File: src/rtl/divi_ctrl_if.sv
// ----------------------------------------------------------------------------
// divi_ctrl_if
// Groups the operand input handshake, the divider-core operand/result bus and
// the result output handshake used by divi_ctrl.
//   slave  : the divi_ctrl side (drives in_ready, div_dividend/divisor, out_*)
//   master : the environment side (operand producer, divider core, consumer)
// Signals:
//   in_valid/in_ready/in_dividend/in_divisor/in_tag   operand pair handshake
//   div_dividend/div_divisor                           registered operands to core
//   div_rfd/div_quotient/div_fractional                core status and result
//   out_valid/out_ready/out_quotient/out_fractional/
//   out_tag/out_dbz                                    in-order result handshake
// ----------------------------------------------------------------------------
interface divi_ctrl_if #(
  parameter int DVD_W = 25,
  parameter int DVS_W = 16,
  parameter int TAG_W = 4
);
  logic             in_valid;
  logic             in_ready;
  logic [DVD_W-1:0] in_dividend;
  logic [DVS_W-1:0] in_divisor;
  logic [TAG_W-1:0] in_tag;

  logic [DVD_W-1:0] div_dividend;
  logic [DVS_W-1:0] div_divisor;
  logic             div_rfd;
  logic [DVD_W-1:0] div_quotient;
  logic [DVS_W-1:0] div_fractional;

  logic             out_valid;
  logic             out_ready;
  logic [DVD_W-1:0] out_quotient;
  logic [DVS_W-1:0] out_fractional;
  logic [TAG_W-1:0] out_tag;
  logic             out_dbz;

  modport slave (
    input  in_valid, in_dividend, in_divisor, in_tag,
    output in_ready,
    output div_dividend, div_divisor,
    input  div_rfd, div_quotient, div_fractional,
    output out_valid, out_quotient, out_fractional, out_tag, out_dbz,
    input  out_ready
  );

  modport master (
    output in_valid, in_dividend, in_divisor, in_tag,
    input  in_ready,
    input  div_dividend, div_divisor,
    output div_rfd, div_quotient, div_fractional,
    input  out_valid, out_quotient, out_fractional, out_tag, out_dbz,
    output out_ready
  );
endinterface

File: src/rtl/divi_ctrl.sv
// ----------------------------------------------------------------------------
// divi_ctrl
// Operand issue and result alignment for a pipelined divider core with a fixed
// latency. Operand pairs are accepted on a valid/ready handshake, registered
// towards the core, and tracked through a DIV_LAT-stage valid/tag/dbz delay
// line. When an op leaves the delay line the core result is captured into a
// first-word-fall-through FIFO and returned in issue order.
// Issue is credit based: an op is only accepted when the ops in flight plus
// the ops already queued leave room in the FIFO, so output backpressure never
// loses a result and the core is never stalled.
// Ports:
//   sys_clk    system clock, rising edge
//   sys_rst_n  asynchronous active-low reset
//   bus        divi_ctrl_if.slave (operand in, core bus, result out)
//   inflight   ops issued to the core but not yet captured in the FIFO
// ----------------------------------------------------------------------------
module divi_ctrl #(
  parameter int DVD_W      = 25,
  parameter int DVS_W      = 16,
  parameter int TAG_W      = 4,
  parameter int DIV_LAT    = 4,
  parameter int FIFO_DEPTH = 8
) (
  input  logic                        sys_clk,
  input  logic                        sys_rst_n,
  divi_ctrl_if.slave                  bus,
  output logic [$clog2(FIFO_DEPTH):0] inflight
);

  localparam int PTR_W = $clog2(FIFO_DEPTH);
  localparam int CNT_W = PTR_W + 1;
  localparam logic [CNT_W-1:0] DEPTH_CNT = CNT_W'(FIFO_DEPTH);
  localparam logic [CNT_W:0]   DEPTH_SUM = (CNT_W+1)'(FIFO_DEPTH);

  typedef struct packed {
    logic [DVD_W-1:0] quotient;
    logic [DVS_W-1:0] fractional;
    logic [TAG_W-1:0] tag;
    logic             dbz;
  } entry_t;

  // Operand registers towards the core
  logic [DVD_W-1:0] r_div_dividend;
  logic [DVS_W-1:0] r_div_divisor;
  // Goes high on the first edge after reset release; keeps in_ready low in reset
  logic             r_active;

  // Delay line matching the core latency
  logic [DIV_LAT-1:0] r_dl_vld;
  logic [DIV_LAT-1:0] r_dl_dbz;
  logic [TAG_W-1:0]   r_dl_tag [DIV_LAT];

  // Output FIFO
  entry_t           r_mem [FIFO_DEPTH];
  logic [PTR_W-1:0] r_wr_ptr;
  logic [PTR_W-1:0] r_rd_ptr;
  logic [CNT_W-1:0] r_count;
  logic [CNT_W-1:0] r_inflight;

  logic             w_in_ready;
  logic             w_accept;
  logic             w_capture;
  logic             w_out_valid;
  logic             w_pop;
  logic [CNT_W:0]   w_credit_sum;
  entry_t           w_push_entry;
  entry_t           w_head;

  // Every accepted op owns one FIFO slot from accept until it is popped, so
  // inflight + count can never exceed the FIFO depth.
  assign w_credit_sum = {1'b0, r_inflight} + {1'b0, r_count};
  assign w_in_ready   = r_active && bus.div_rfd && (w_credit_sum < DEPTH_SUM);
  assign w_accept     = bus.in_valid && w_in_ready;
  assign w_capture    = r_dl_vld[DIV_LAT-1];
  assign w_out_valid  = (r_count != '0);
  assign w_pop        = w_out_valid && bus.out_ready;

  // NOTE: sequential state is written with non-blocking assignments only, so
  // every flop samples the pre-edge value of every other flop.
  always_ff @(posedge sys_clk or negedge sys_rst_n) begin
    if (!sys_rst_n) begin
      r_active       <= 1'b0;
      r_div_dividend <= '0;
      r_div_divisor  <= '0;
    end else begin
      r_active <= 1'b1;
      if (w_accept) begin
        r_div_dividend <= bus.in_dividend;
        r_div_divisor  <= bus.in_divisor;
      end
    end
  end

  // Delay line: stage 0 loads on accept, the last stage marks the edge at which
  // the core result for that op is stable.
  always_ff @(posedge sys_clk or negedge sys_rst_n) begin
    if (!sys_rst_n) begin
      r_dl_vld <= '0;
      r_dl_dbz <= '0;
      for (int i = 0; i < DIV_LAT; i++) r_dl_tag[i] <= '0;
    end else begin
      r_dl_vld[0] <= w_accept;
      r_dl_dbz[0] <= (bus.in_divisor == '0);
      r_dl_tag[0] <= bus.in_tag;
      for (int i = 1; i < DIV_LAT; i++) begin
        r_dl_vld[i] <= r_dl_vld[i-1];
        r_dl_dbz[i] <= r_dl_dbz[i-1];
        r_dl_tag[i] <= r_dl_tag[i-1];
      end
    end
  end

  // NOTE: every signal assigned in always_comb gets a default first, so no
  // path leaves it unassigned and no latch is inferred.
  always_comb begin
    w_push_entry     = '0;
    w_push_entry.tag = r_dl_tag[DIV_LAT-1];
    w_push_entry.dbz = r_dl_dbz[DIV_LAT-1];
    if (r_dl_dbz[DIV_LAT-1]) begin
      // Core output is meaningless for a zero divisor
      w_push_entry.quotient   = '1;
      w_push_entry.fractional = '0;
    end else begin
      w_push_entry.quotient   = bus.div_quotient;
      w_push_entry.fractional = bus.div_fractional;
    end
  end

  // NOTE: the FIFO storage has no reset; an entry is only observed after it
  // has been written, and the outputs are forced to zero while empty.
  always_ff @(posedge sys_clk) begin
    if (w_capture) r_mem[r_wr_ptr] <= w_push_entry;
  end

  always_ff @(posedge sys_clk or negedge sys_rst_n) begin
    if (!sys_rst_n) begin
      r_wr_ptr   <= '0;
      r_rd_ptr   <= '0;
      r_count    <= '0;
      r_inflight <= '0;
    end else begin
      if (w_capture) r_wr_ptr <= r_wr_ptr + 1'b1;
      if (w_pop)     r_rd_ptr <= r_rd_ptr + 1'b1;

      case ({w_capture, w_pop})
        2'b10:   r_count <= r_count + 1'b1;
        2'b01:   r_count <= r_count - 1'b1;
        default: r_count <= r_count;
      endcase

      case ({w_accept, w_capture})
        2'b10:   r_inflight <= r_inflight + 1'b1;
        2'b01:   r_inflight <= r_inflight - 1'b1;
        default: r_inflight <= r_inflight;
      endcase
    end
  end

  assign w_head = r_mem[r_rd_ptr];

  assign bus.in_ready       = w_in_ready;
  assign bus.div_dividend   = r_div_dividend;
  assign bus.div_divisor    = r_div_divisor;
  assign bus.out_valid      = w_out_valid;
  assign bus.out_quotient   = w_out_valid ? w_head.quotient   : '0;
  assign bus.out_fractional = w_out_valid ? w_head.fractional : '0;
  assign bus.out_tag        = w_out_valid ? w_head.tag        : '0;
  assign bus.out_dbz        = w_out_valid ? w_head.dbz        : 1'b0;
  assign inflight           = r_inflight;

  // Credits make this unreachable; firing means the credit accounting broke.
  a_no_overflow: assert property (
    @(posedge sys_clk) disable iff (!sys_rst_n)
      !(w_capture && (r_count == DEPTH_CNT))
  );

endmodule

File: src/flat_wrapper.sv
// flat-port wrapper written by rule: the top's interface ports become plain ports
module divi_ctrl_flat 
#(
  parameter int DVD_W      = 25,
  parameter int DVS_W      = 16,
  parameter int TAG_W      = 4,
  parameter int DIV_LAT    = 4,
  parameter int FIFO_DEPTH = 8
)
  (sys_clk, sys_rst_n, inflight, bus_in_valid, bus_in_dividend, bus_in_divisor, bus_in_tag, bus_in_ready, bus_div_dividend, bus_div_divisor, bus_div_rfd, bus_div_quotient, bus_div_fractional, bus_out_valid, bus_out_quotient, bus_out_fractional, bus_out_tag, bus_out_dbz, bus_out_ready);
  divi_ctrl_if #(.DVD_W(DVD_W), .DVS_W(DVS_W), .TAG_W(TAG_W)) bus_i ();
  input  logic sys_clk;
  input  logic sys_rst_n;
  output logic [$clog2(FIFO_DEPTH):0] inflight;
  input wire logic [$bits(bus_i.in_valid)-1:0] bus_in_valid;
  input wire logic [$bits(bus_i.in_dividend)-1:0] bus_in_dividend;
  input wire logic [$bits(bus_i.in_divisor)-1:0] bus_in_divisor;
  input wire logic [$bits(bus_i.in_tag)-1:0] bus_in_tag;
  output wire logic [$bits(bus_i.in_ready)-1:0] bus_in_ready;
  output wire logic [$bits(bus_i.div_dividend)-1:0] bus_div_dividend;
  output wire logic [$bits(bus_i.div_divisor)-1:0] bus_div_divisor;
  input wire logic [$bits(bus_i.div_rfd)-1:0] bus_div_rfd;
  input wire logic [$bits(bus_i.div_quotient)-1:0] bus_div_quotient;
  input wire logic [$bits(bus_i.div_fractional)-1:0] bus_div_fractional;
  output wire logic [$bits(bus_i.out_valid)-1:0] bus_out_valid;
  output wire logic [$bits(bus_i.out_quotient)-1:0] bus_out_quotient;
  output wire logic [$bits(bus_i.out_fractional)-1:0] bus_out_fractional;
  output wire logic [$bits(bus_i.out_tag)-1:0] bus_out_tag;
  output wire logic [$bits(bus_i.out_dbz)-1:0] bus_out_dbz;
  input wire logic [$bits(bus_i.out_ready)-1:0] bus_out_ready;
  assign bus_i.in_valid = bus_in_valid;
  assign bus_i.in_dividend = bus_in_dividend;
  assign bus_i.in_divisor = bus_in_divisor;
  assign bus_i.in_tag = bus_in_tag;
  assign bus_in_ready = bus_i.in_ready;
  assign bus_div_dividend = bus_i.div_dividend;
  assign bus_div_divisor = bus_i.div_divisor;
  assign bus_i.div_rfd = bus_div_rfd;
  assign bus_i.div_quotient = bus_div_quotient;
  assign bus_i.div_fractional = bus_div_fractional;
  assign bus_out_valid = bus_i.out_valid;
  assign bus_out_quotient = bus_i.out_quotient;
  assign bus_out_fractional = bus_i.out_fractional;
  assign bus_out_tag = bus_i.out_tag;
  assign bus_out_dbz = bus_i.out_dbz;
  assign bus_i.out_ready = bus_out_ready;
  divi_ctrl #(.DVD_W(DVD_W), .DVS_W(DVS_W), .TAG_W(TAG_W), .DIV_LAT(DIV_LAT), .FIFO_DEPTH(FIFO_DEPTH)) u_core (.sys_clk(sys_clk), .sys_rst_n(sys_rst_n), .bus(bus_i), .inflight(inflight));
endmodule
File: config.mk
export PLATFORM = sky130hd
export DESIGN_NAME = divi_ctrl_flat
export DESIGN_NICKNAME = d
export VERILOG_FILES = /design/src/rtl/divi_ctrl_if.sv /design/src/rtl/divi_ctrl.sv /design/src/flat_wrapper.sv
export SDC_FILE = /design/constraint.sdc
export NUM_CORES = 1
export LEC_CHECK = 0
export BUFFER_PORTS_ARGS = -buffer_cell sky130_fd_sc_hd__buf_2
export CAP_MARGIN = 20
export CORE_ASPECT_RATIO = 0.9
export CORE_MARGIN = 2
export CORE_UTILIZATION = 63
export DETAILED_ROUTE_END_ITERATION = 16
export PLACE_DENSITY = 0.84
export SLEW_MARGIN = 5
export SYNTH_ARGS = -nofsm -noshare
export SYNTH_HDL_FRONTEND = slang
export SYNTH_SLANG_ARGS = --single-unit
File: constraint.sdc
create_clock -name sys_clk -period 7 [get_ports sys_clk]
set_input_delay 1.4 -clock sys_clk [delete_from_list [all_inputs] [get_ports sys_clk]]
set_output_delay 1.4 -clock sys_clk [all_outputs]
set_load 0.005 [all_outputs]
# After elaboration in Yosys (flattened, before gate mapping)
# Memories as Yosys holds them, arrays and structs flattened.
# Cells that the tools add are included.
[op_classes] n_addsub=7 n_lt_le_gt_ge=1 eq_ne=4 mux=9 n_reduce_logical=8
[op_table] op="$mux 41" n=1
[op_table] op="$mux 25" n=1
[op_table] op="$logic_not 16->1" n=1
[op_table] op="$mux 16" n=1
[op_table] op="$pmux 4 s2" n=2
[op_table] op="$add 4x1->4 const B" n=2
[op_table] op="$sub 4x1->4 const B" n=2
[op_table] op="$add 3x1->3 const B" n=2
[op_table] op="$add 4x4->5" n=1
[op_table] op="$lt 5x4->1 const B" n=1
[op_table] op="$eq 2x1->1 const B" n=2
[op_table] op="$eq 2x2->1 const B" n=2
[op_table] op="$logic_and 1x1->1" n=4
[op_table] op="$mux 4" n=1
[op_table] op="$reduce_bool 2->1" n=2
[op_table] op="$reduce_bool 4->1" n=1
[op_table] op="$mux 1" n=3
[word_totals] regBits=80 mem_bits_rw=368 input_bits=91 out_inout_bits=93 word_cells=43 memories=1
[mem_list] name="u_core.r_mem" words=8 word_bits=46 read_ports=1 rd_clocked_by_memory_dff=0 wr=1 line_no="divi_ctrl.sv:54" source="entry_t r_mem [FIFO_DEPTH];"

# Longest topological paths before layout
# Gate-level depths: netlist of the first run.
[depth] depth_word=6 depth_mapped=11 depth_no_buf=10

# Worst setup path after synthesis of the first run
# No wires, ideal clock.
[synth_path] path_kind="register to register" startpoint="register u_core.r_wr_ptr[2]" endpoint="memory u_core.r_mem[0][0] (netlist name), enable pin" setup_time_ps=506 arrival_time_ps=3718 path_slack_ps=2776 path_stages_with_launch=3 period_less_slack_ps=4224 cell_sequence="dfrtp_1 > nand2b_1 > nor3_1"
[synth_rtl] item="from (decl)" line_no="divi_ctrl.sv:55" source="logic [PTR_W-1:0] r_wr_ptr;"
[synth_rtl] item="from (signal assigned)" line_no="divi_ctrl.sv:142" source="if (w_capture) r_wr_ptr <= r_wr_ptr + 1'b1;"
[synth_rtl] item="to (decl)" line_no="divi_ctrl.sv:54"
# No word-level cell before the write port.

# Worst setup path in the final report of the first run
[layout_path] startpoint="register u_core.r_rd_ptr[0]" endpoint="output bus_out_quotient[7]"
[layout_between] elab_chain_len=2
[layout_rtl] item="from (decl)" line_no="divi_ctrl.sv:56" source="logic [PTR_W-1:0] r_rd_ptr;"
[layout_rtl] item="from (signal assigned)" line_no="divi_ctrl.sv:143" source="if (w_pop) r_rd_ptr <= r_rd_ptr + 1'b1;"
[layout_rtl] item="$mem_v2 8x46"
[layout_rtl] item="$mux 25" line_no="divi_ctrl.sv:165" source="assign bus.out_quotient = w_out_valid ? w_head.quotient : '0;"
[layout_rtl] item="to (decl)" line_no="flat_wrapper.sv:26" source="output wire logic [$bits(bus_i.out_quotient)-1:0] bus_out_quotient;"
# Every way passes these cells.

==> results of run 1 <==
-- how the worst max path moves through the flow --
stage	startpoint	to	slack, ns
floorplan	u_core.r_wr_ptr[2]	u_core.r_mem[0][0]	2.78
global placement	u_core.r_rd_ptr[0]	bus_out_dbz	2.93
detailed placement	u_core.r_rd_ptr[0]	bus_out_quotient[4]	2.88
CTS	u_core.r_rd_ptr[0]	bus_out_quotient[7]	2.27
global route	u_core.r_rd_ptr[0]	bus_out_quotient[7]	2.14
finish	u_core.r_rd_ptr[0]	bus_out_quotient[7]	2.41
-- power breakdown --
part / internal [W] / leakage (nW) / total [W] / switching, W
registers: 0.00311 / 4.29 / 0.00340 / 0.000294
clock network: 0.00139 / 0.690 / 0.00233 / 0.000941
logic: 0.00117 / 2.42 / 0.00206 / 0.000895
-- sequential cells by signal (all words and copies together), names as in the netlist --
signal,count
u_core.r_dl_vld,4
u_core.r_dl_tag,16
u_core.inflight,4
u_core.r_dl_dbz,4
u_core.bus.div_divisor,16
u_core.r_rd_ptr,3
u_core.r_wr_ptr,3
u_core.r_active,1
u_core.bus.div_dividend,25
u_core.r_count,4
u_core.r_mem,368
-- per-stage QoR --
| step | power [W] | hold slack [ns] |
|---|---|---|
| floorplan | 0.00480 | 0.331 |
| global placement | 0.00547 | 0.331 |
| detailed placement | 0.00553 | 0.335 |
| CTS | 0.00786 | 0.352 |
| global route | 0.00812 | 0.352 |
| finish | 0.00779 | 0.350 |
-- cells in the mapped netlist, types with 2 or more instances --
cell | instances | share of area, %
clkbuf_1 | 12 | 0.26
or2_2 | 25 | 0.91
nand2b_1 | 3 | 0.11
a21oi_1 | 4 | 0.12
buf_1 | 2 | 0.044
edfxtp_1 | 368 | 64
buf_6 | 5 | 0.33
xnor2_1 | 5 | 0.25
fa_1 | 2 | 0.23
a22o_1 | 46 | 2.3
nor2b_1 | 17 | 0.62
inv_1 | 9 | 0.20
nand3_1 | 3 | 0.087
mux4_2 | 92 | 12
mux2_4 | 38 | 3.3
nor3_1 | 4 | 0.12
dfrtp_1 | 80 | 12
xor2_1 | 5 | 0.25
o21ai_0 | 3 | 0.087
and3_1 | 2 | 0.073
nor2_1 | 6 | 0.13
buf_2 | 16 | 0.47
buf_4 | 4 | 0.17
nor4_1 | 4 | 0.15
ha_1 | 11 | 0.80
nand2_1 | 7 | 0.15
mux2_2 | 5 | 0.33
-- final cells by class --
class / instances / area [µm²]
flip-flops and latches: 448 / 13100
fillers: 1470 / 6930
multi-input cells: 291 / 3960
clock buffers: 51 / 1150
repair buffers: 198 / 1050
well taps: 354 / 443
clock inverters: 23 / 256
inverters: 9 / 33.8
diodes: 1 / 2.50
-- worst max-delay path, stage by stage, from the launching register on --
cell and delay [ns]:
dfrtp_4 1.07, buf_4 0.59, mux4_2 0.60, a22o_1 0.25, buf_2 0.12
-- logic make-up (layout without fill, tap and decap cells) --
logic type / count (synthesis) / in the layout / synth area share, %
DFF: 448 / 448 / 75.9
muxes: 136 / 136 / 15.7
and+or+nand+nor: 76 / 76 / 2.58
AOI/OAI and AO/OA: 55 / 55 / 2.76
buffers and inverters: 48 / 281 / 1.47
adders and majority gates: 13 / 13 / 1.03
xor gates and xnor gates: 10 / 10 / 0.509
other: 1 / 2 / 0.0218
-- routing by layer --
layer  up-vias  global-route usage (%)
met5         -                       0
met4         2                    6.91
met3        52                    4.83
met2       456                    41.7
met1      4303                    34.7
li1       3597                       -
==> flow_metrics.tcl, run 1 <==
set metrics [dict create \
    hpwl_um 18500 \
    leakagePower_nw 7.39 \
    period_minus_slack_ns 4.59 \
    finish.utilization_pct 74.2 \
    rsz0062_at_grt "no" \
    power_density_nw_per_um2 390 \
    r2r_slack_ns 3.53 \
    ys.flop_type "edfxtp_1" \
    drtIter0Drc 829 \
    async_reset_ff_share_pct 17.9 \
    nets 1095 \
    vias 8410 \
    slew_headroom_pct 26.1 \
    placed_cell_area_um2 18500 \
    skew_ns 0.00970 \
    postCtsHoldBufs 0 \
    fin_cells 1375 \
    endpoint_kind "output port" \
    max_freq_mhz 218 \
    layout-drive-gt1-share_pct 42.4 \
    final_cell_mix "edfxtp_1, buf_2, mux4_2" \
    cp_max_fo 48 \
    start_util_pct 64.0 \
    overflow 0 \
    worstPathRequired_ns 5.60 \
    hold_viol 0 \
    grt_pass1_wl_um 52800 \
    critPathKind "reg2out" \
    wl_met1_um 13300 \
    antenna_found_initial 3 \
    hold_start "u_core.r_dl_tag[10]" \
    clk_pin_slew_ns 0.07 \
    drt_pass1_iterations 5 \
    fin_crit_sh_pct 65.5 \
    gp_congestion 0.744 \
    tightest_slew_ns 1.11 \
    io_pins 184 \
    syn2layout_area_growth_pct 16.0 \
    syn_nets 891 \
    cts_tree "built" \
    clockBufferDepth 3 \
    postRouteAntennaNets 0 \
    die_area_um2 28600 \
    synth_edf_count 368 \
    dieHeight_um 161 \
    ctsHtreeMaxLevel 2 \
    ys_seq_elements 448 \
    peakVddDrop_mv 0.326 \
    numPlacedInstances 1298 \
    drc 0 \
    die_x_um 178 \
    setup_viol 0 \
    wl_met2_um 17800 \
    clkLatencyLatePin_ns 0.54 \
    grt_pass1_vias 9055 \
    cts_inserted_buffers 43 \
    crit_path_start_kind "flip-flop" \
    cts-root-buf "clkbuf_16" \
    num_rows 57 \
    final_common_cell "edfxtp_1" \
    grtUsageTotal_pct 25.1 \
    synth.avg_cell_area_um2 21.9 \
    wl_met3_um 2940 \
    numPortBuffers 183 \
    min_to "u_core.r_dl_tag[6]" \
    arrival_ns 3.19 \
    postLayoutCellArea_um2 20000 \
    slew_violations 0 \
    clock_sinks 448 \
    tns_ns 0 \
    wl_per_cell_um 25.2 \
    yosysWarnings 0 \
    wl_um 34600 \
    r2r_cells 10 \
    worstReg2RegStart "u_core.inflight[1]" \
    setup_ws_ns 2.41 \
    postSynthCellCount 787 \
    cts_setup_buffers 0 \
    viasPerCell 6.12 \
    place_ws_ns 2.88 \
    cap_violations 0 \
    ys_seq_area_share_pct 75.9 \
    grt_max_degree 81 \
    whs_path_depth 0 \
    highest_layer "met5" \
    core_area_um2 26900 \
    regToRegEndpoint "u_core.inflight[3]" \
    netlist_area_um2 17200 \
    cts_resized 0 \
    hold_path.class "reg2reg" \
    synth.distinct_cells 36 \
    outcome "completed" \
]
Power figures use the tool's default switching activity.
==> run 2: changes to the inputs <==
ABC_AREA = 1   (was not set)
CORE_UTILIZATION = 59   (was 63)
PLACE_DENSITY = 0.78   (was 0.84)
clock period = 4.8 ns   (was 7 ns; I/O delays follow)
==> run 2 against run 1 <==
Sequential cell count is the same. Combinational power grew 91%. Synthesized area grew 14%. Sequential share of layout area shrank 6.2 points. Synthesized cell count grew 150%. Cell count grew 87%. Non-clock buffer count grew 7. Critical path type unchanged.
==> flow_metrics.tcl, run 2 <==
set metrics [dict create \
    start_util_pct 59.7 \
    cts_setup_buffers 0 \
    postRouteAntennaNets 0 \
    grt_max_degree 186 \
    fin_crit_sh_pct 80.0 \
    cp-endpoint "bus_out_quotient[4]" \
    grt_pass1_vias 13100 \
    max_flop_register "u_core.r_mem" \
    wl_um 42400 \
    clkLatencyLatePin_ns 0.54 \
    grt_pass1_wl_um 67500 \
    r2r_cells 14 \
    synth_top_area_share_pct 56.5 \
    grtUsageTotal_pct 24.8 \
    slew_headroom_pct 28.1 \
    clock_sinks 448 \
    regToRegEndpoint "u_core.r_count[3]" \
    hpwl_um 23500 \
    io_pins 184 \
    yosysTopAreaCell "edfxtp_1" \
    syn2layout_area_growth_pct 12.7 \
    fillers 2423 \
    layout-drive-gt1-share_pct 14.5 \
    antenna_found_initial 3 \
    cap_violations 0 \
    cp_max_fo 41 \
    p_sw_w 0.00428 \
    tns_ns 0 \
    tightest_slew_ns 1.08 \
    synth.distinct_cells 25 \
    worstReg2RegStart "u_core.r_count[3]" \
    viasPerCell 5.25 \
    rsz0062_at_grt "no" \
    p_comb_share_pct 32.6 \
    core_area_um2 32800 \
    numPortBuffers 183 \
    crit_path_start_kind "flip-flop" \
    cts-root-buf "clkbuf_16" \
    setup_viol 0 \
    period_minus_slack_ns 3.84 \
    worstPathRequired_ns 3.84 \
    postCtsHoldBufs 0 \
    netlist_area_um2 19600 \
    power_density_nw_per_um2 546 \
    synth_edf_count 368 \
    finalHoldWorstSlack_ns 0.264 \
    ctsHtreeMaxLevel 2 \
    clkPwrFrac_pct 26.8 \
    drc 0 \
    cts_inserted_buffers 45 \
    r2r_slack_ns 1.68 \
    switching_share_pct 35.6 \
    yosysWarnings 0 \
    leakagePower_nw 10.4 \
    postSynthCellCount 1955 \
    ys.flop_type "edfxtp_1" \
    drtIter0Drc 1119 \
    hold_path.class "in2async" \
    final_common_cell "nand2_1" \
    syn_nets 2059 \
    synth.avg_cell_area_um2 10.0 \
    cts_resized 0 \
    p_seq_share_pct 40.6 \
    synthTopCellsByArea "edfxtp_1, nand2_1, dfrtp_1" \
    overflow 0 \
    gp_congestion 0.837 \
    critPathKind "reg2out" \
    largest_reg_flops 368 \
    vias 13500 \
    nets 2214 \
    slew_violations 0 \
    clk_pin_slew_ns 0.06 \
    async_reset_ff_share_pct 17.9 \
    ys_seq_area_share_pct 66.7 \
    max_freq_mhz 260 \
    synth_top_cells_by_count "nand2_1, edfxtp_1, inv_1" \
    peakVddDrop_mv 0.456 \
    arrival_ns 2.88 \
    ys_seq_elements 448 \
    num_rows 63 \
    die_area_um2 34700 \
    crit_start "u_core.r_rd_ptr[1]" \
    cts_tree "built" \
    outcome "completed" \
    clockBufferDepth 3 \
    regArea_um2 13100 \
    drt_pass1_iterations 5 \
    multiInputGateArea_um2 4800 \
    dieHeight_um 177 \
    internal_power_w 0.00776 \
    die_x_um 196 \
    skew_ns 0.0159 \
    final_cell_mix "nand2_1, edfxtp_1, inv_1" \
    synth.most_common_cell "nand2_1" \
    endpoint_kind "output port" \
    hold_viol 0 \
    wl_per_cell_um 16.5 \
]
==> run 2: logic make-up (layout without fill, tap and decap cells) <==
group           count (synthesis)  after routing  synth area share [%]
simple gates                 1065           1065                  22.6
flops                         448            448                  66.7
buf+inv                       410            598                  9.12
fa+ha+maj                      13             13                 0.908
xor+xnor                       11             11                 0.492
compound gates                  7              7                 0.179
other cells                     1              3                0.0192
==> run 2: worst max-delay path, cell delays in order, from the launching register on <==
cell	delay (ns)
dfrtp_4	0.70
inv_2	0.57
buf_4	0.46
nand3_1	0.13
nand3_1	0.10
nand2_1	0.07
nor2_1	0.16
buf_2	0.14
==> run 2: worst min path at each step <==
stage	startpoint	to	slack, ns	depth (start not counted)
2_1_floorplan	u_core.r_dl_dbz[0]	u_core.r_dl_dbz[1]	0.33	0
3_3_place_gp	u_core.r_dl_tag[11]	u_core.r_dl_tag[7]	0.33	0
3_5_place_dp	u_core.r_dl_tag[15]	u_core.r_dl_tag[11]	0.33	0
4_1_cts	u_core.r_dl_tag[9]	u_core.r_dl_tag[5]	0.35	0
5_1_grt	sys_rst_n	u_core.bus.div_dividend[8]	0.26	1
6_report	sys_rst_n	u_core.bus.div_dividend[8]	0.26	1
==> run 2: cell type report <==
| cell class | instances | area share, % |
|---|---|---|
| multi-input combinational | 1097 | 21.8 |
| sequential | 448 | 59.2 |
| antenna | 2 | 0.0227 |
| inverter | 313 | 5.34 |
| tap | 422 | 2.39 |
| timing repair buffer | 205 | 5.12 |
| clock inverter | 18 | 0.442 |
| clock buffer | 62 | 5.68 |
==> run 2: metal layers <==
layer | track usage [%] | wire length, µm | up-vias
li1 | - | - | 6494
met2 | 41.8 | 20600 | 553
met5 | 0 | 13 | -
met3 | 4.19 | 3160 | 100
met4 | 8.96 | 1190 | 2
met1 | 33.0 | 17400 | 6316
==> run 2: power by group through the flow <==
stage / clock (W) / combinational [W] / sequential (W)
global route: 0.00343 / 0.00446 / 0.00493
CTS: 0.00327 / 0.00394 / 0.00488
global placement: 0 / 0.00383 / 0.00494
finish: 0.00322 / 0.00393 / 0.00489
floorplan: 0 / 0.00288 / 0.00478
detailed placement: 0 / 0.00392 / 0.00495
==> run 2: per-stage QoR <==
stage | cell area [µm²] | setup slack [ns] | utilization, % | power, W | std cells
global placement | 20700 | 1.61 | 63.0 | 0.00877 | 2484
detailed placement | 20700 | 1.58 | 63.0 | 0.00887 | 2484
floorplan | 19600 | 1.63 | - | 0.00766 | 1955
finish | 22100 | 0.960 | 67.3 | 0.0120 | 2567
global route | 22100 | 0.824 | 67.2 | 0.0128 | 2565
CTS | 22000 | 0.958 | 67.2 | 0.0121 | 2564
==> run 3: changes to the inputs <==
CORE_UTILIZATION = 54   (was 59)
PLACE_DENSITY = 0.76   (was 0.78)
clock period = 3.5 ns   (was 4.8 ns; I/O delays follow)
==> run 3 against run 2 <==
Setup slack worse by 0.70 ns. Routed wire length is 3.3% higher. Sequential cell count did not move. Worst hold slack worse by 0.12 ns. Global-route usage down 1.3 points. Register-to-register slack got worse by 0.51 ns. Power up 43%. Critical path type unchanged.
==> flow_metrics.tcl, run 3 (synthesis gave the netlist of run 2 again) <==
set metrics [dict create \
    start_util_pct 54.5 \
    grt_max_degree 186 \
    drc 0 \
    met3_usage_pct 4.70 \
    die_x_um 205 \
    regArea_um2 13100 \
    drtIter0Drc 1218 \
    peakVddDrop_mv 0.501 \
    max_stage_delay_ns 0.45 \
    layout-drive-gt1-share_pct 15.4 \
    grt_pass1_vias 13400 \
    worstReg2RegStart "u_core.inflight[3]" \
    met2_usage_pct 38.7 \
    die_area_um2 37800 \
    period_minus_slack_ns 3.24 \
    tightest_slew_ns 1.02 \
    max_freq_mhz 309 \
    finish.utilization_pct 62.7 \
    critPathKind "reg2out" \
    endpoint_kind "output port" \
    tns_ns 0 \
    fin_crit_sh_pct 92.6 \
    slew_violations 0 \
    hpwl_um 24900 \
    arrival_ns 2.54 \
    drt_pass1_iterations 6 \
    path_cells "buf_12 > nand2_1 > nand2_1 > nand2_1 > nand2_1 > nor2_1 > nor2_1 > buf_2" \
    numPortBuffers 183 \
    grt_pass1_wl_um 69400 \
    slew_headroom_pct 32.3 \
    clkLatencyLatePin_ns 0.55 \
    grt.busiest_layer "met2" \
    viasPerCell 5.15 \
    fin_cells 2640 \
    power_density_nw_per_um2 763 \
    grt_util_met1_pct 31.5 \
    cts_tree "built" \
    multiInputGateArea_um2 4800 \
    ctsHtreeMaxLevel 2 \
    clk_pin_slew_ns 0.06 \
    cpMostUsedCell "nand2_1" \
    syn2layout_area_growth_pct 15.0 \
    leakagePower_nw 10.5 \
    cts_inserted_buffers 46 \
    io_pins 184 \
    cts_setup_buffers 0 \
    max_flop_register "u_core.r_mem" \
    regToRegEndpoint "u_core.inflight[3]" \
    num_rows 66 \
    cap_violations 0 \
    internal_power_w 0.0112 \
    rsz0062_at_grt "no" \
    r2r_slack_ns 1.17 \
    wl_per_cell_um 16.6 \
    outcome "completed" \
    setup_viol 0 \
    antenna_found_initial 4 \
    cts_resized 0 \
    cts-root-buf "clkbuf_16" \
    p_seq_share_pct 38.4 \
    wl_um 43700 \
    p_sw_w 0.00600 \
    clock_sinks 448 \
    cp_max_fo 185 \
    switching_share_pct 34.9 \
    clockBufferDepth 3 \
    largest_reg_flops 368 \
    clkPwrFrac_pct 28.7 \
    skew_ns 0.0151 \
    r2r_cells 14 \
    hold_viol 0 \
    gp_congestion 0.846 \
    core_area_um2 35900 \
    final_common_cell "nand2_1" \
    final_cell_mix "nand2_1, edfxtp_1, inv_1" \
    vias 13600 \
    crit_path_start_kind "flip-flop" \
    postRouteAntennaNets 0 \
    dieHeight_um 185 \
    fillers 2786 \
    nets 2229 \
    cpMaxStageDelayCell "dfrtp_4" \
    numPlacedInstances 2552 \
    postCtsHoldBufs 0 \
    p_comb_share_pct 32.8 \
    worstPathRequired_ns 2.80 \
    overflow 0 \
    hold_path.class "in2async" \
    grtUsageTotal_pct 23.5 \
]
[run 3: metrics by stage]
step	hold WS [ns]	power, W	setup WS, ns	cell area, µm²
detailed placement	0.335	0.0123	0.921	20900
global route	0.177	0.0182	0.167	22500
global placement	0.332	0.0121	0.930	20900
floorplan	0.331	0.0105	0.332	19600
CTS	0.150	0.0173	0.328	22500
finish	0.148	0.0172	0.259	22500
[run 3: worst max-delay path by stage]
stage                       start                      to  slack [ns]  cells past startpoint
2_1_floorplan  u_core.r_dl_vld[3]      u_core.r_mem[0][0]        0.33                      3
3_3_place_gp   u_core.r_rd_ptr[0]  bus_out_fractional[13]        0.93                      8
3_5_place_dp   u_core.r_rd_ptr[0]  bus_out_fractional[13]        0.92                      8
4_1_cts        u_core.r_rd_ptr[0]     bus_out_quotient[5]        0.33                      8
5_1_grt        u_core.r_rd_ptr[0]     bus_out_quotient[5]        0.17                      8
6_report       u_core.r_rd_ptr[0]  bus_out_fractional[13]        0.26                      8
[run 3: power by group through the flow]
stage | Combinational, W | Clock (W) | Sequential (W)
2_1_floorplan | 0.00395 | 0 | 0.00655
3_3_place_gp | 0.00546 | 0 | 0.00667
3_5_place_dp | 0.00563 | 0 | 0.00668
4_1_cts | 0.00566 | 0.00501 | 0.00659
5_1_grt | 0.00636 | 0.00524 | 0.00665
6_report | 0.00564 | 0.00494 | 0.00660
[run 3: cell type report]
type	count	share of cell area (%)
Sequential cell	448	58.1
Multi-Input combinational cell	1097	21.3
Clock buffer	60	5.86
Timing Repair Buffer	219	5.84
Inverter	313	5.25
Tap cell	476	2.65
Clock inverter	25	0.995
Antenna cell	2	0.0222
[run 3: critical path, delay by kind of cell, from the launching register on]
| kind | cells | cell delay, ns |
|---|---|---|
| and+or+nand+nor | 6 | 0.62 |
| buffers and inverters | 2 | 0.61 |
| DFF | 1 | 0.45 |
[run 3: routing by layer]
metal	routed length, µm	part of all wire (%)
met2	21000	48
met3	3390	7.8
met4	1010	2.3
met1	18400	42
met5	27	0.062
